==> src/rtl/axi_alu_pkg.sv <==
// Shared types and AXI constants for the ALU command master.
package axi_alu_pkg;

  typedef enum logic [2:0] {
    IDLE = 3'd0,
    AW   = 3'd1,
    W    = 3'd2,
    B    = 3'd3,
    AR   = 3'd4,
    R    = 3'd5,
    DONE = 3'd6
  } cmd_state_t;

  localparam logic [1:0] BURST_INCR  = 2'b01;
  localparam logic [1:0] RESP_OKAY   = 2'b00;
  localparam int         BURST_BEATS = 4;
  localparam int         RESULT_BEAT = 3;

endpackage

==> src/rtl/axi_alu_cmd_master_if.sv <==
// Command/result port plus AXI AW/W/B/AR/R channels between the master and its slave.
interface axi_alu_cmd_master_if #(
  parameter int ADDR_WIDTH = 32,
  parameter int DATA_WIDTH = 8
);
  logic                  cmd_valid, cmd_ready;
  logic [ADDR_WIDTH-1:0] cmd_addr;
  logic [DATA_WIDTH-1:0] cmd_op1, cmd_op2, cmd_opcode;
  logic                  res_valid, res_ready, res_err;
  logic [DATA_WIDTH-1:0] res_data;
  logic [ADDR_WIDTH-1:0] awaddr, araddr;
  logic [3:0]            awlen, arlen;
  logic [2:0]            awsize, arsize;
  logic [1:0]            awburst, arburst;
  logic                  awvalid, awready, arvalid, arready;
  logic [DATA_WIDTH-1:0] wdata, rdata;
  logic                  wlast, wvalid, wready;
  logic [1:0]            bresp, rresp;
  logic                  bvalid, bready;
  logic                  rlast, rvalid, rready;

  modport master (
    input  cmd_valid, cmd_addr, cmd_op1, cmd_op2, cmd_opcode, res_ready,
    output cmd_ready, res_valid, res_data, res_err,
    output awaddr, awlen, awsize, awburst, awvalid, input awready,
    output wdata, wlast, wvalid, input wready,
    input  bresp, bvalid, output bready,
    output araddr, arlen, arsize, arburst, arvalid, input arready,
    input  rdata, rresp, rlast, rvalid, output rready
  );

  modport slave (
    output cmd_valid, cmd_addr, cmd_op1, cmd_op2, cmd_opcode, res_ready,
    input  cmd_ready, res_valid, res_data, res_err,
    input  awaddr, awlen, awsize, awburst, awvalid, output awready,
    input  wdata, wlast, wvalid, output wready,
    output bresp, bvalid, input bready,
    input  araddr, arlen, arsize, arburst, arvalid, output arready,
    output rdata, rresp, rlast, rvalid, input rready
  );
endinterface

==> src/rtl/axi_wait_watchdog.sv <==
// Per-channel wait watchdog; only built with AXI_ALU_CMD_MASTER_TIMEOUT_EN.
`ifdef AXI_ALU_CMD_MASTER_TIMEOUT_EN
module axi_wait_watchdog #(
  parameter int TIMEOUT_CYCLES = 255
) (
  input  logic clk,
  input  logic rst,
  input  logic active,
  input  logic kick,
  output logic expired
);
  localparam int CW = $clog2(TIMEOUT_CYCLES + 1);
  logic [CW-1:0] cnt;

  always_ff @(posedge clk) begin
    if (rst || !active || kick) cnt <= '0;
    else                        cnt <= cnt + 1'b1;
  end

  // Fires on the edge that would complete the TIMEOUT_CYCLES-th idle wait cycle.
  assign expired = active && !kick && (cnt == CW'(TIMEOUT_CYCLES - 1));
endmodule
`endif

==> src/rtl/axi_alu_cmd_master.sv <==
// Drives one 4-beat INCR write then read-back per ALU command; returns beat 3.
// Optional watchdog: define AXI_ALU_CMD_MASTER_TIMEOUT_EN.
module axi_alu_cmd_master
  import axi_alu_pkg::*;
#(
  parameter int ADDR_WIDTH     = 32,
  parameter int DATA_WIDTH     = 8,
  parameter int TIMEOUT_CYCLES = 255
) (
  input logic                  clk,
  input logic                  rst,
  axi_alu_cmd_master_if.master bus
);
  localparam logic [1:0] LAST = 2'(RESULT_BEAT);

  typedef struct packed {
    cmd_state_t            state;
    logic [1:0]            cnt;
    logic                  err, ovr;
    logic [ADDR_WIDTH-1:0] addr;
    logic [DATA_WIDTH-1:0] op1, op2, opcode, wdata, res_data;
    logic                  awvalid, wvalid, wlast, bready, arvalid, rready, res_valid;
  } regs_t;

  regs_t r, nx;
  logic  expired;

  function automatic logic [DATA_WIDTH-1:0] beat(input regs_t s, input logic [1:0] idx);
    case (idx)
      2'd0:    return s.op1;
      2'd1:    return s.op2;
      2'd2:    return s.opcode;
      default: return '0;
    endcase
  endfunction

`ifdef AXI_ALU_CMD_MASTER_TIMEOUT_EN
  logic hs, active;
  assign hs = (r.awvalid & bus.awready) | (r.wvalid & bus.wready) | (r.bready & bus.bvalid)
            | (r.arvalid & bus.arready) | (r.rready & bus.rvalid);
  assign active = r.state inside {AW, W, B, AR, R};
  axi_wait_watchdog #(.TIMEOUT_CYCLES(TIMEOUT_CYCLES)) u_wdog (
    .clk(clk), .rst(rst), .active(active), .kick(hs), .expired(expired)
  );
`else
  localparam int unused_timeout = TIMEOUT_CYCLES;
  assign expired = 1'b0;
`endif

  always_ff @(posedge clk) begin
    if (rst) r <= '0;
    else     r <= nx;
  end

  always_comb begin
    nx = r;
    unique case (r.state)
      IDLE: if (bus.cmd_valid) begin
        nx.state    = AW;
        nx.addr     = bus.cmd_addr;
        nx.op1      = bus.cmd_op1;
        nx.op2      = bus.cmd_op2;
        nx.opcode   = bus.cmd_opcode;
        nx.err      = 1'b0;
        nx.res_data = '0;
        nx.cnt      = '0;
        nx.awvalid  = 1'b1;
      end
      AW: if (bus.awready) begin
        nx.awvalid = 1'b0;
        nx.wvalid  = 1'b1;
        nx.wdata   = r.op1;
        nx.wlast   = 1'b0;
        nx.cnt     = '0;
        nx.state   = W;
      end
      W: if (bus.wready) begin
        if (r.cnt == LAST) begin
          nx.wvalid = 1'b0;
          nx.wlast  = 1'b0;
          nx.bready = 1'b1;
          nx.state  = B;
        end else begin
          nx.cnt   = r.cnt + 2'd1;
          nx.wdata = beat(r, r.cnt + 2'd1);
          nx.wlast = (r.cnt + 2'd1) == LAST;
        end
      end
      B: if (bus.bvalid) begin
        if (bus.bresp != RESP_OKAY) nx.err = 1'b1;
        nx.bready  = 1'b0;
        nx.arvalid = 1'b1;
        nx.state   = AR;
      end
      AR: if (bus.arready) begin
        nx.arvalid = 1'b0;
        nx.cnt     = '0;
        nx.ovr     = 1'b0;
        nx.rready  = 1'b1;
        nx.state   = R;
      end
      R: if (bus.rvalid) begin
        if (bus.rresp != RESP_OKAY) nx.err = 1'b1;
        if (r.cnt == LAST && !r.ovr) nx.res_data = bus.rdata;
        // Overlong bursts park the counter at 3 and drain until rlast.
        if (bus.rlast) begin
          if (r.cnt != LAST) nx.err = 1'b1;
          nx.rready    = 1'b0;
          nx.res_valid = 1'b1;
          nx.state     = DONE;
        end else if (r.cnt == LAST) begin
          nx.err = 1'b1;
          nx.ovr = 1'b1;
        end else begin
          nx.cnt = r.cnt + 2'd1;
        end
      end
      DONE: if (bus.res_ready) begin
        nx.res_valid = 1'b0;
        nx.state     = IDLE;
      end
      default: nx = '0;
    endcase
    if (expired) begin
      nx.awvalid   = 1'b0;
      nx.wvalid    = 1'b0;
      nx.wlast     = 1'b0;
      nx.bready    = 1'b0;
      nx.arvalid   = 1'b0;
      nx.rready    = 1'b0;
      nx.err       = 1'b1;
      nx.res_data  = '0;
      nx.res_valid = 1'b1;
      nx.state     = DONE;
    end
  end

  assign bus.cmd_ready = (r.state == IDLE);
  assign bus.res_valid = r.res_valid;
  assign bus.res_data  = r.res_data;
  assign bus.res_err   = r.err;
  assign bus.awaddr    = r.addr;
  assign bus.awlen     = 4'(BURST_BEATS - 1);
  assign bus.awsize    = 3'd0;
  assign bus.awburst   = BURST_INCR;
  assign bus.awvalid   = r.awvalid;
  assign bus.wdata     = r.wdata;
  assign bus.wlast     = r.wlast;
  assign bus.wvalid    = r.wvalid;
  assign bus.bready    = r.bready;
  assign bus.araddr    = r.addr;
  assign bus.arlen     = 4'(BURST_BEATS - 1);
  assign bus.arsize    = 3'd0;
  assign bus.arburst   = BURST_INCR;
  assign bus.arvalid   = r.arvalid;
  assign bus.rready    = r.rready;
endmodule

==> src/flat_wrapper.sv <==
// flat-port wrapper written by rule: the top's interface ports become plain ports
module axi_alu_cmd_master_flat import axi_alu_pkg::*;
#(
  parameter int ADDR_WIDTH     = 32,
  parameter int DATA_WIDTH     = 8,
  parameter int TIMEOUT_CYCLES = 255
)
  (clk, rst, bus_cmd_valid, bus_cmd_addr, bus_cmd_op1, bus_cmd_op2, bus_cmd_opcode, bus_res_ready, bus_cmd_ready, bus_res_valid, bus_res_data, bus_res_err, bus_awaddr, bus_awlen, bus_awsize, bus_awburst, bus_awvalid, bus_awready, bus_wdata, bus_wlast, bus_wvalid, bus_wready, bus_bresp, bus_bvalid, bus_bready, bus_araddr, bus_arlen, bus_arsize, bus_arburst, bus_arvalid, bus_arready, bus_rdata, bus_rresp, bus_rlast, bus_rvalid, bus_rready);
  axi_alu_cmd_master_if #(.ADDR_WIDTH(ADDR_WIDTH), .DATA_WIDTH(DATA_WIDTH)) bus_i ();
  input logic clk;
  input logic rst;
  input wire logic [$bits(bus_i.cmd_valid)-1:0] bus_cmd_valid;
  input wire logic [$bits(bus_i.cmd_addr)-1:0] bus_cmd_addr;
  input wire logic [$bits(bus_i.cmd_op1)-1:0] bus_cmd_op1;
  input wire logic [$bits(bus_i.cmd_op2)-1:0] bus_cmd_op2;
  input wire logic [$bits(bus_i.cmd_opcode)-1:0] bus_cmd_opcode;
  input wire logic [$bits(bus_i.res_ready)-1:0] bus_res_ready;
  output wire logic [$bits(bus_i.cmd_ready)-1:0] bus_cmd_ready;
  output wire logic [$bits(bus_i.res_valid)-1:0] bus_res_valid;
  output wire logic [$bits(bus_i.res_data)-1:0] bus_res_data;
  output wire logic [$bits(bus_i.res_err)-1:0] bus_res_err;
  output wire logic [$bits(bus_i.awaddr)-1:0] bus_awaddr;
  output wire logic [$bits(bus_i.awlen)-1:0] bus_awlen;
  output wire logic [$bits(bus_i.awsize)-1:0] bus_awsize;
  output wire logic [$bits(bus_i.awburst)-1:0] bus_awburst;
  output wire logic [$bits(bus_i.awvalid)-1:0] bus_awvalid;
  input wire logic [$bits(bus_i.awready)-1:0] bus_awready;
  output wire logic [$bits(bus_i.wdata)-1:0] bus_wdata;
  output wire logic [$bits(bus_i.wlast)-1:0] bus_wlast;
  output wire logic [$bits(bus_i.wvalid)-1:0] bus_wvalid;
  input wire logic [$bits(bus_i.wready)-1:0] bus_wready;
  input wire logic [$bits(bus_i.bresp)-1:0] bus_bresp;
  input wire logic [$bits(bus_i.bvalid)-1:0] bus_bvalid;
  output wire logic [$bits(bus_i.bready)-1:0] bus_bready;
  output wire logic [$bits(bus_i.araddr)-1:0] bus_araddr;
  output wire logic [$bits(bus_i.arlen)-1:0] bus_arlen;
  output wire logic [$bits(bus_i.arsize)-1:0] bus_arsize;
  output wire logic [$bits(bus_i.arburst)-1:0] bus_arburst;
  output wire logic [$bits(bus_i.arvalid)-1:0] bus_arvalid;
  input wire logic [$bits(bus_i.arready)-1:0] bus_arready;
  input wire logic [$bits(bus_i.rdata)-1:0] bus_rdata;
  input wire logic [$bits(bus_i.rresp)-1:0] bus_rresp;
  input wire logic [$bits(bus_i.rlast)-1:0] bus_rlast;
  input wire logic [$bits(bus_i.rvalid)-1:0] bus_rvalid;
  output wire logic [$bits(bus_i.rready)-1:0] bus_rready;
  assign bus_i.cmd_valid = bus_cmd_valid;
  assign bus_i.cmd_addr = bus_cmd_addr;
  assign bus_i.cmd_op1 = bus_cmd_op1;
  assign bus_i.cmd_op2 = bus_cmd_op2;
  assign bus_i.cmd_opcode = bus_cmd_opcode;
  assign bus_i.res_ready = bus_res_ready;
  assign bus_cmd_ready = bus_i.cmd_ready;
  assign bus_res_valid = bus_i.res_valid;
  assign bus_res_data = bus_i.res_data;
  assign bus_res_err = bus_i.res_err;
  assign bus_awaddr = bus_i.awaddr;
  assign bus_awlen = bus_i.awlen;
  assign bus_awsize = bus_i.awsize;
  assign bus_awburst = bus_i.awburst;
  assign bus_awvalid = bus_i.awvalid;
  assign bus_i.awready = bus_awready;
  assign bus_wdata = bus_i.wdata;
  assign bus_wlast = bus_i.wlast;
  assign bus_wvalid = bus_i.wvalid;
  assign bus_i.wready = bus_wready;
  assign bus_i.bresp = bus_bresp;
  assign bus_i.bvalid = bus_bvalid;
  assign bus_bready = bus_i.bready;
  assign bus_araddr = bus_i.araddr;
  assign bus_arlen = bus_i.arlen;
  assign bus_arsize = bus_i.arsize;
  assign bus_arburst = bus_i.arburst;
  assign bus_arvalid = bus_i.arvalid;
  assign bus_i.arready = bus_arready;
  assign bus_i.rdata = bus_rdata;
  assign bus_i.rresp = bus_rresp;
  assign bus_i.rlast = bus_rlast;
  assign bus_i.rvalid = bus_rvalid;
  assign bus_rready = bus_i.rready;
  axi_alu_cmd_master #(.ADDR_WIDTH(ADDR_WIDTH), .DATA_WIDTH(DATA_WIDTH), .TIMEOUT_CYCLES(TIMEOUT_CYCLES)) u_core (.clk(clk), .rst(rst), .bus(bus_i));
endmodule
==> config.mk <==
export PLATFORM = sky130hd
export DESIGN_NAME = axi_alu_cmd_master_flat
export DESIGN_NICKNAME = d
export VERILOG_FILES = /design/src/rtl/axi_alu_pkg.sv /design/src/rtl/axi_alu_cmd_master_if.sv /design/src/rtl/axi_wait_watchdog.sv /design/src/rtl/axi_alu_cmd_master.sv /design/src/flat_wrapper.sv
export SDC_FILE = /design/constraint.sdc
export NUM_CORES = 1
export LEC_CHECK = 0
export ABC_AREA = 1
export CORE_ASPECT_RATIO = 0.6
export CORE_MARGIN = 5
export CORE_UTILIZATION = 49
export CTS_CLUSTER_SIZE = 30
export DETAILED_ROUTE_END_ITERATION = 10
export PLACE_DENSITY = 0.89
export SLEW_MARGIN = 10
export SYNTH_ARGS = -nofsm -noshare
export SYNTH_HDL_FRONTEND = slang
export SYNTH_SLANG_ARGS = --single-unit
==> constraint.sdc <==
create_clock -name clk -period 4.93 [get_ports clk]
set_clock_uncertainty 0.15 [all_clocks]
set_input_delay 1.479 -clock clk [delete_from_list [all_inputs] [get_ports clk]]
set_output_delay 1.479 -clock clk [all_outputs]
set_load 0.02 [all_outputs]
# Word-level counts from Yosys, hierarchy flattened

Index checks and enable logic that the tools add are counted.

Register bits: 86
Logic and storage cells: 133
Output and inout port bits: 107

Bitwise operators: 10
Add/subtract/negate cells: 1
Multiplexer cells: 50
Reductions and logical operators: 30
Equality and inequality tests: 25

Operators with widths:

| cell                                                            | count |
|---|---|
| 56-bit case mux with 2 select lines                             | 1 |
| 8-bit case mux with 3 select lines                              | 3 |
| 56-bit 2-to-1 mux                                               | 1 |
| 8-bit 2-to-1 mux                                                | 5 |
| 5-bit OR reduction                                              | 7 |
| 4-bit AND reduction                                             | 6 |
| 2-bit != test, second input constant                            | 11 |
| 3-bit case mux with 7 select lines                              | 1 |
| 3-bit 2-to-1 mux                                                | 6 |
| 1-bit case mux with 3 select lines                              | 6 |
| 5-bit 2-to-1 mux                                                | 3 |
| 2-bit 2-to-1 mux                                                | 7 |
| 2-bit case mux with 6 select lines                              | 1 |
| 1-bit 2-to-1 mux                                                | 11 |
| 1-bit NOT                                                       | 10 |
| 5-bit AND reduction                                             | 2 |
| 3-bit equality test, second input constant                      | 3 |
| 9-bit 2-to-1 mux                                                | 1 |
| 3-bit AND reduction                                             | 3 |
| 9-bit AND reduction                                             | 1 |
| 2-bit by 1-bit != test with 1-bit output, second input constant | 4 |
| 7-bit 2-to-1 mux                                                | 1 |
| 7-bit AND reduction                                             | 1 |
| 2-bit equality test, second input constant                      | 3 |
| 16 further kinds                                                | 18 |

# Logic depth before layout (Yosys ltp)

Gate-level depths: netlist of run 1.

Word-level depth: 6
Gate-level depth with buffers: 11
Gate-level depth less buffers: 9

# Worst setup path before layout of run 1

No wires, ideal clock.

Path type: input to register
Start: input port rst
End: register u_core.r (netlist bit u_core.bus.araddr[25])
Required time: 4.648 ns
Data arrival time: 2.383 ns
Stages on the path: 4
Slack: 2.265 ns
Buffers on the path: 3
Cells stage by stage: clkbuf_1 -> clkbuf_1 -> clkbuf_1 -> a21oi_1

RTL lines:

| what                   | RTL line                 | text |
|---|---|---|
| start: declaration     | flat_wrapper.sv:11       | `input logic rst;` |
| end signal: assignment | axi_alu_cmd_master.sv:52 | `else r <= nx;` |
| end: declaration       | axi_alu_cmd_master.sv:25 | `regs_t r, nx;` |

No word-level cell between the ends.

# Worst setup path after layout of run 1

Start: register u_core.r[85] (netlist bit)
End: output port bus_cmd_ready

Longest elaborated chain between the ends: 1

Ends and longest elaborated chain:

| what              | RTL line                  | text |
|---|---|---|
| 3-bit logical NOT | axi_alu_cmd_master.sv:138 | `assign bus.cmd_ready = (r.state == IDLE);` |
| end: declaration  | flat_wrapper.sv:18        | `output wire logic [$bits(bus_i.cmd_ready)-1:0] bus_cmd_ready;` |

Every way passes these cells.

==> results.py, run 1 <==
metrics = {
    "critical_path": {
        "max_stage_delay_ns": 0.61,
        "crit_type": "reg2out",
        "cp.arrival_ns": 1.96,
        "timing.critical_path.buf_inv": 2,
        "path_max_fanout": 11,
        "path_cells": "nor2_4 -> nand2_2 -> inv_2 -> clkdlybuf4s50_1",
        "cpMaxStageDelayCell": "clkdlybuf4s50_1",
        "cp-start-kind": "flip-flop",
        "cpLargestDelayFamily": "buffers and inverters",
        "setup.worst_path.end_class": "output port",
        "worstPathRequired_ns": 3.30,
        "r2r_slack_ns": 2.25,
    },
    "synth": {
        "synth_common_cells": "173 x nand2_1, 107 x buf_4, 86 x dfxtp_1",
        "syn-cell-area_um2": 4980,
        "synth_cell_types": 34,
        "ys_seq_area_frac": 0.346,
        "synth_top_area_frac": 0.346,
        "synth_edf_count": 0,
        "synthArstFlopShare": 0,
        "ys_ff_latch": 86,
        "synthFlopType": "dfxtp_1",
        "synth_most_common_cell": "nand2_1",
        "yosysWarnings": 0,
        "syn_avg_cell_area_um2": 7.28,
        "yosysTopAreaCell": "dfxtp_1",
        "syn_inst": 684,
        "synthTopCellsByArea": "dfxtp_1 35%, buf_4 16%, nand2_1 13%",
    },
    "timing": {
        "grt_setup_unrepaired": "no",
        "tightest_slew_ns": 1.02,
        "finalMaxSlewViolations": 0,
        "slew_headroom": 0.323,
        "period_share": 0.728,
        "setup_violations": 0,
        "period_minus_slack_ns": 3.59,
        "tns_ns": 0,
        "fmax_ghz": 0.279,
        "hold_violations": 0,
    },
    "floorplanning": {
        "coreArea_um2": 9880,
        "dieArea_um2": 12300,
        "die_w_um": 140,
        "die_h_um": 88.1,
        "start_util": 0.504,
        "rows": 28,
        "pin_count": 185,
    },
    "global_route": {
        "gr-total-overflow": 0,
        "first_global_vias": 4227,
        "grt_antenna_before_repair": 0,
        "grtUsageTotal": 0.215,
        "grt_pass1_wl_um": 21600,
        "grt_max_degree": 113,
    },
    "min_path": {
        "hold_path_class": "reg2reg",
    },
    "pwr": {
        "power_mw": 3.94,
        "p_seq_frac": 0.275,
        "total_leakage_power_nw": 2.53,
        "vdd_drop_max_uv": 287,
        "power.internal_mw": 2.24,
        "p_sw_mw": 1.70,
        "pwr_density_cell_nw_per_um2": 629,
        "pwr-share-comb": 0.539,
        "power_frac_clock": 0.186,
        "swShare": 0.431,
    },
    "clock_tree": {
        "cts_root_buf": "clkbuf_16",
        "max-clock-path-buffers": 2,
        "cts_setup_buffers": 0,
        "cts_buffers": 9,
        "clk_latency_ns": 0.33,
        "cts_tree": "yes",
        "cts_htree_levels": 3,
        "cts_sinks": 86,
        "path_clk_slew_ns": 0.06,
        "hold_buffers": 0,
        "ctsResizeCount": 0,
    },
    "cells_and_area": {
        "drive_gt1_frac": 0.0665,
        "syn_to_final_growth_pct": 25.9,
        "final_nets": 831,
        "n_fill_cell": 861,
        "n_antenna_cell": 0,
    },
    "detailed_routing": {
        "via_per_inst": 5.09,
        "drtPass1Iterations": 5,
        "post_drt_wl_per_cell_um": 15.2,
        "vias": 4511,
        "postRouteAntennaNets": 0,
        "post-route-drc-count": 0,
        "drt_wl_total_um": 13500,
        "drtIter0Drc": 303,
    },
    "status": {
        "status": "complete, no violations",
    },
    "placement": {
        "portBuffers": 166,
        "gp_congestion": 0.862,
        "dp_hpwl_um": 9970,
    },
    "flow_run": {
        "cap_violations": 0,
    },
}
==> tightest hold or removal path, stage by stage, from the launching register on <==
cell     delay [ns]
dfxtp_1        0.31
inv_1          0.05
a21oi_1        0.05
==> per-stage QoR <==
stage               worst slack, ns  utilization  std cells  hold slack (ns)  area (um^2)
floorplan                      2.27            -        700            0.287         5040
global placement               1.26        0.601        871            0.291         5940
detailed placement             1.15        0.601        871            0.292         5940
CTS                            1.35        0.634        887            0.302         6270
global route                   1.23        0.634        887            0.328         6270
finish                         1.34        0.634        887            0.299         6270
==> logic make-up after synthesis <==
family	Yosys count	share of synthesized area
compound gates	84	0.0892
simple gates	335	0.328
fa+ha+maj	6	0.0151
buf+inv	171	0.220
flops	86	0.346
other cells	2	0.00151
==> cell type report <==
cell class              count  area (um^2)  share of cell area
clock buffers              11          243              0.0387
clock inverters             5         81.3              0.0130
inverters                  38          143              0.0228
multi-input cells         443         2230               0.356
flip-flops and latches     86         1720               0.275
well taps                 135          169              0.0270
repair buffers            169         1680               0.268
==> routing by layer <==
layer  routed length, um  vias to the layer above  part of all wire  GRT usage
met1                5840                     2076              0.43      0.285
met2                6350                      214              0.47      0.355
li1                    -                     2203                 -          -
met3                1160                       18             0.086     0.0589
met4                 150                        0             0.011     0.0501
met5                   0                        -                 0          0
==> registers in the layout, indices dropped and copies added, names as in the netlist <==
signal                flops
u_core.bus.res_data       8
u_core.bus.bready         1
u_core.bus.res_err        1
u_core.bus.wvalid         1
u_core.r                 30
u_core.bus.res_valid      1
u_core.bus.arvalid        1
u_core.bus.awvalid        1
u_core.bus.wlast          1
u_core.bus.araddr        32
u_core.bus.rready         1
u_core.bus.wdata          8
==> path summary, 6_finish.rpt <==
kind / start / endpoint / depth (start not counted)
worst max-delay path: u_core.r[85] / bus_cmd_ready / 4
worst max register to register: u_core.r[85] / u_core.bus.res_data[3] / 8
worst min register to register: u_core.bus.awvalid / u_core.bus.awvalid / 2
worst min-delay path: u_core.bus.awvalid / u_core.bus.awvalid / 2
==> cell usage in the layout, fill, tap and decap left out, drive strengths merged, types with 3 or more instances in the layout <==
master / Yosys / layout
nand3b: 51 / 51
buf: 119 / 4
ha: 6 / 6
nor3b: 8 / 8
nor2: 65 / 65
nand3: 27 / 27
nand4: 3 / 3
a21oi: 65 / 65
inv: 37 / 38
clkbuf: 14 / 11
nand2: 175 / 175
o21ai: 9 / 9
nor3: 3 / 3
conb: 2 / 18
clkdlybuf4s50: 0 / 165
dfxtp: 86 / 86
o211ai: 7 / 7
==> power by group through the flow <==
stage	combinational, mW	sequential (mW)	clock (mW)
2_1_floorplan	1.72	1.07	0
3_3_place_gp	2.04	1.08	0
3_5_place_dp	2.11	1.10	0
4_1_cts	2.13	1.08	0.745
5_1_grt	2.34	1.11	0.777
6_report	2.13	1.08	0.732
(Power assumes the default switching activity.)
==> inputs of run 2 (changes only) <==
--- a/config.mk
+++ b/config.mk
@@ -8,10 +8,10 @@
 export ABC_AREA = 1
 export CORE_ASPECT_RATIO = 0.6
 export CORE_MARGIN = 5
-export CORE_UTILIZATION = 49
+export CORE_UTILIZATION = 41
 export CTS_CLUSTER_SIZE = 30
 export DETAILED_ROUTE_END_ITERATION = 10
-export PLACE_DENSITY = 0.89
+export PLACE_DENSITY = 0.8
 export SLEW_MARGIN = 10
 export SYNTH_ARGS = -nofsm -noshare
 export SYNTH_HDL_FRONTEND = slang
==> constraint.sdc (replaced) <==
create_clock -name clk -period 3.1 [get_ports clk]
set_clock_uncertainty 0.15 [all_clocks]
set_input_delay 0.93 -clock clk [delete_from_list [all_inputs] [get_ports clk]]
set_output_delay 0.93 -clock clk [all_outputs]
set_load 0.02 [all_outputs]
==> results.py, run 2 (synthesized netlist as in run 1, its figures left out) <==
metrics = {
    "detailed_routing": {
        "drt_wl_total_um": 12800,
        "drtIter0Drc": 359,
        "vias": 4328,
        "drtPass1Iterations": 5,
        "postRouteAntennaNets": 0,
        "post_drt_wl_per_cell_um": 13.9,
        "post-route-drc-count": 0,
        "via_per_inst": 4.70,
    },
    "timing": {
        "period_minus_slack_ns": 2.87,
        "tightest_slew_ns": 0.664,
        "slew_headroom": 0.557,
        "setup_violations": 0,
        "period_share": 0.927,
        "hold_violations": 0,
        "fmax_ghz": 0.348,
        "tns_ns": 0,
        "layout_setup_ws_ns": 0.228,
        "finalMaxSlewViolations": 0,
        "grt_setup_unrepaired": "no",
    },
    "pwr": {
        "vdd_drop_max_uv": 351,
        "swShare": 0.422,
        "pwr-share-comb": 0.542,
        "power.internal_mw": 3.63,
        "pwr_density_cell_nw_per_um2": 988,
        "total_leakage_power_nw": 2.55,
        "p_sw_mw": 2.65,
        "p_seq_frac": 0.273,
        "power_frac_clock": 0.185,
    },
    "critical_path": {
        "max_stage_delay_ns": 0.61,
        "path_max_fanout": 11,
        "cp-start-kind": "flip-flop",
        "timing.rr.end": "u_core.bus.res_data[2]",
        "crit_type": "reg2out",
        "cpMaxStageDelayCell": "clkdlybuf4s50_1",
        "worstPathRequired_ns": 2.02,
        "reg2reg_depth": 8,
        "cp.arrival_ns": 1.79,
        "r2r_slack_ns": 0.63,
        "worstReg2RegStart": "u_core.r[85]",
        "setup.worst_path.end_class": "output port",
        "cpLargestDelayFamily": "buffers and inverters",
        "path_cells": "nor2_4 -> nand2_2 -> inv_2 -> clkdlybuf4s50_1",
        "timing.critical_path.buf_inv": 2,
    },
    "flow_run": {
        "cap_violations": 0,
    },
    "clock_tree": {
        "ctsResizeCount": 0,
        "hold_buffers": 0,
        "cts_root_buf": "clkbuf_16",
        "path_clk_slew_ns": 0.06,
        "cts_htree_levels": 3,
        "max-clock-path-buffers": 2,
        "cts_buffers": 9,
        "cts_setup_buffers": 0,
        "cts_tree": "yes",
        "clk_latency_ns": 0.33,
        "cts_sinks": 86,
    },
    "cells_and_area": {
        "post-route-util": 0.530,
        "final_nets": 835,
        "syn_to_final_growth_pct": 27.6,
        "final_common_cell": "nand2_1",
        "layout_common_cells": "173 x nand2_1, 165 x clkdlybuf4s50_1, 86 x dfxtp_1",
        "drive_gt1_frac": 0.0688,
        "largest_reg_flops": 32,
        "n_antenna_cell": 0,
        "design_area_um2": 6350,
    },
    "min_path": {
        "holdPathStages": 2,
        "hold_start": "u_core.bus.arvalid",
        "hold-path-endpoint": "u_core.bus.arvalid",
        "hold_path_class": "reg2reg",
    },
    "global_route": {
        "grt_pass1_wl_um": 19900,
        "grt_antenna_before_repair": 1,
        "first_global_vias": 3849,
        "grt_max_degree": 59,
        "grtUsageTotal": 0.168,
        "gr-total-overflow": 0,
    },
    "placement": {
        "pre_cts_slack_ns": 0.457,
        "dp_hpwl_um": 9290,
        "placed_area_um2": 6030,
        "portBuffers": 166,
        "gp_congestion": 0.974,
    },
    "floorplanning": {
        "rows": 31,
        "die_w_um": 152,
        "pin_count": 185,
        "start_util": 0.415,
        "die_h_um": 95.4,
        "coreArea_um2": 12000,
        "dieArea_um2": 14500,
    },
    "status": {
        "status": "complete, no violations",
    },
}
-- run 2: changes by cell type in the layout (fill, tap and decap cells not counted), sizes merged --
cell    change
buf         +4
clkbuf      +2
inv         -1
clkinv      -1
-- run 2: cell type report --
cell class	instances	area (um^2)
Timing Repair Buffer	173	1730
Clock inverter	3	67.6
Fill cell	1154	5630
Inverter	38	143
Multi-Input combinational cell	443	2230
Clock buffer	13	250
Sequential cell	86	1720
Tap cell	165	206
-- run 2: metrics by stage --
stage               total power, mW  hold slack [ns]  instances
finish                         6.28            0.319        921
global route                   6.73            0.342        921
CTS                            6.30            0.318        921
detailed placement             5.12            0.307        905
global placement               5.08            0.298        905
floorplan                      4.43            0.287        700
-- run 2: metal layers --
metal | vias up | routed length, um | global-route usage
li1 | 2207 | - | -
met1 | 1950 | 6070 | 0.234
met2 | 160 | 5670 | 0.258
met3 | 9 | 954 | 0.0562
met4 | 2 | 58 | 0.0314
met5 | - | 13 | 0
-- run 2: worst max path at each step --
stage	from	end	slack, ns	cells after the start
6_report	u_core.r[85]	bus_cmd_ready	0.23	4
5_1_grt	u_core.r[85]	bus_cmd_ready	0.14	4
4_1_cts	u_core.r[85]	bus_cmd_ready	0.23	4
3_5_place_dp	bus_cmd_valid	u_core.bus.araddr[23]	0.46	6
3_3_place_gp	bus_cmd_valid	u_core.r[38]	0.52	6
2_1_floorplan	rst	u_core.bus.araddr[25]	0.98	4
-- run 2: tightest hold or removal path: cells and delay by family, from the launching register on --
kind | cells | cell delay [ns]
AO/OA/AOI/OAI | 1 | 0.05
flip-flops | 1 | 0.32
buffers and inverters | 1 | 0.05
-- run 2: power groups by stage --
stage                     registers [mW]  clock network (mW)  logic (mW)
after floorplan                     1.69                   0        2.74
after global placement              1.72                   0        3.36
after detailed placement            1.73                   0        3.38
after CTS                           1.71                1.19        3.40
after global routing                1.77                1.23        3.73
final                               1.71                1.16        3.40
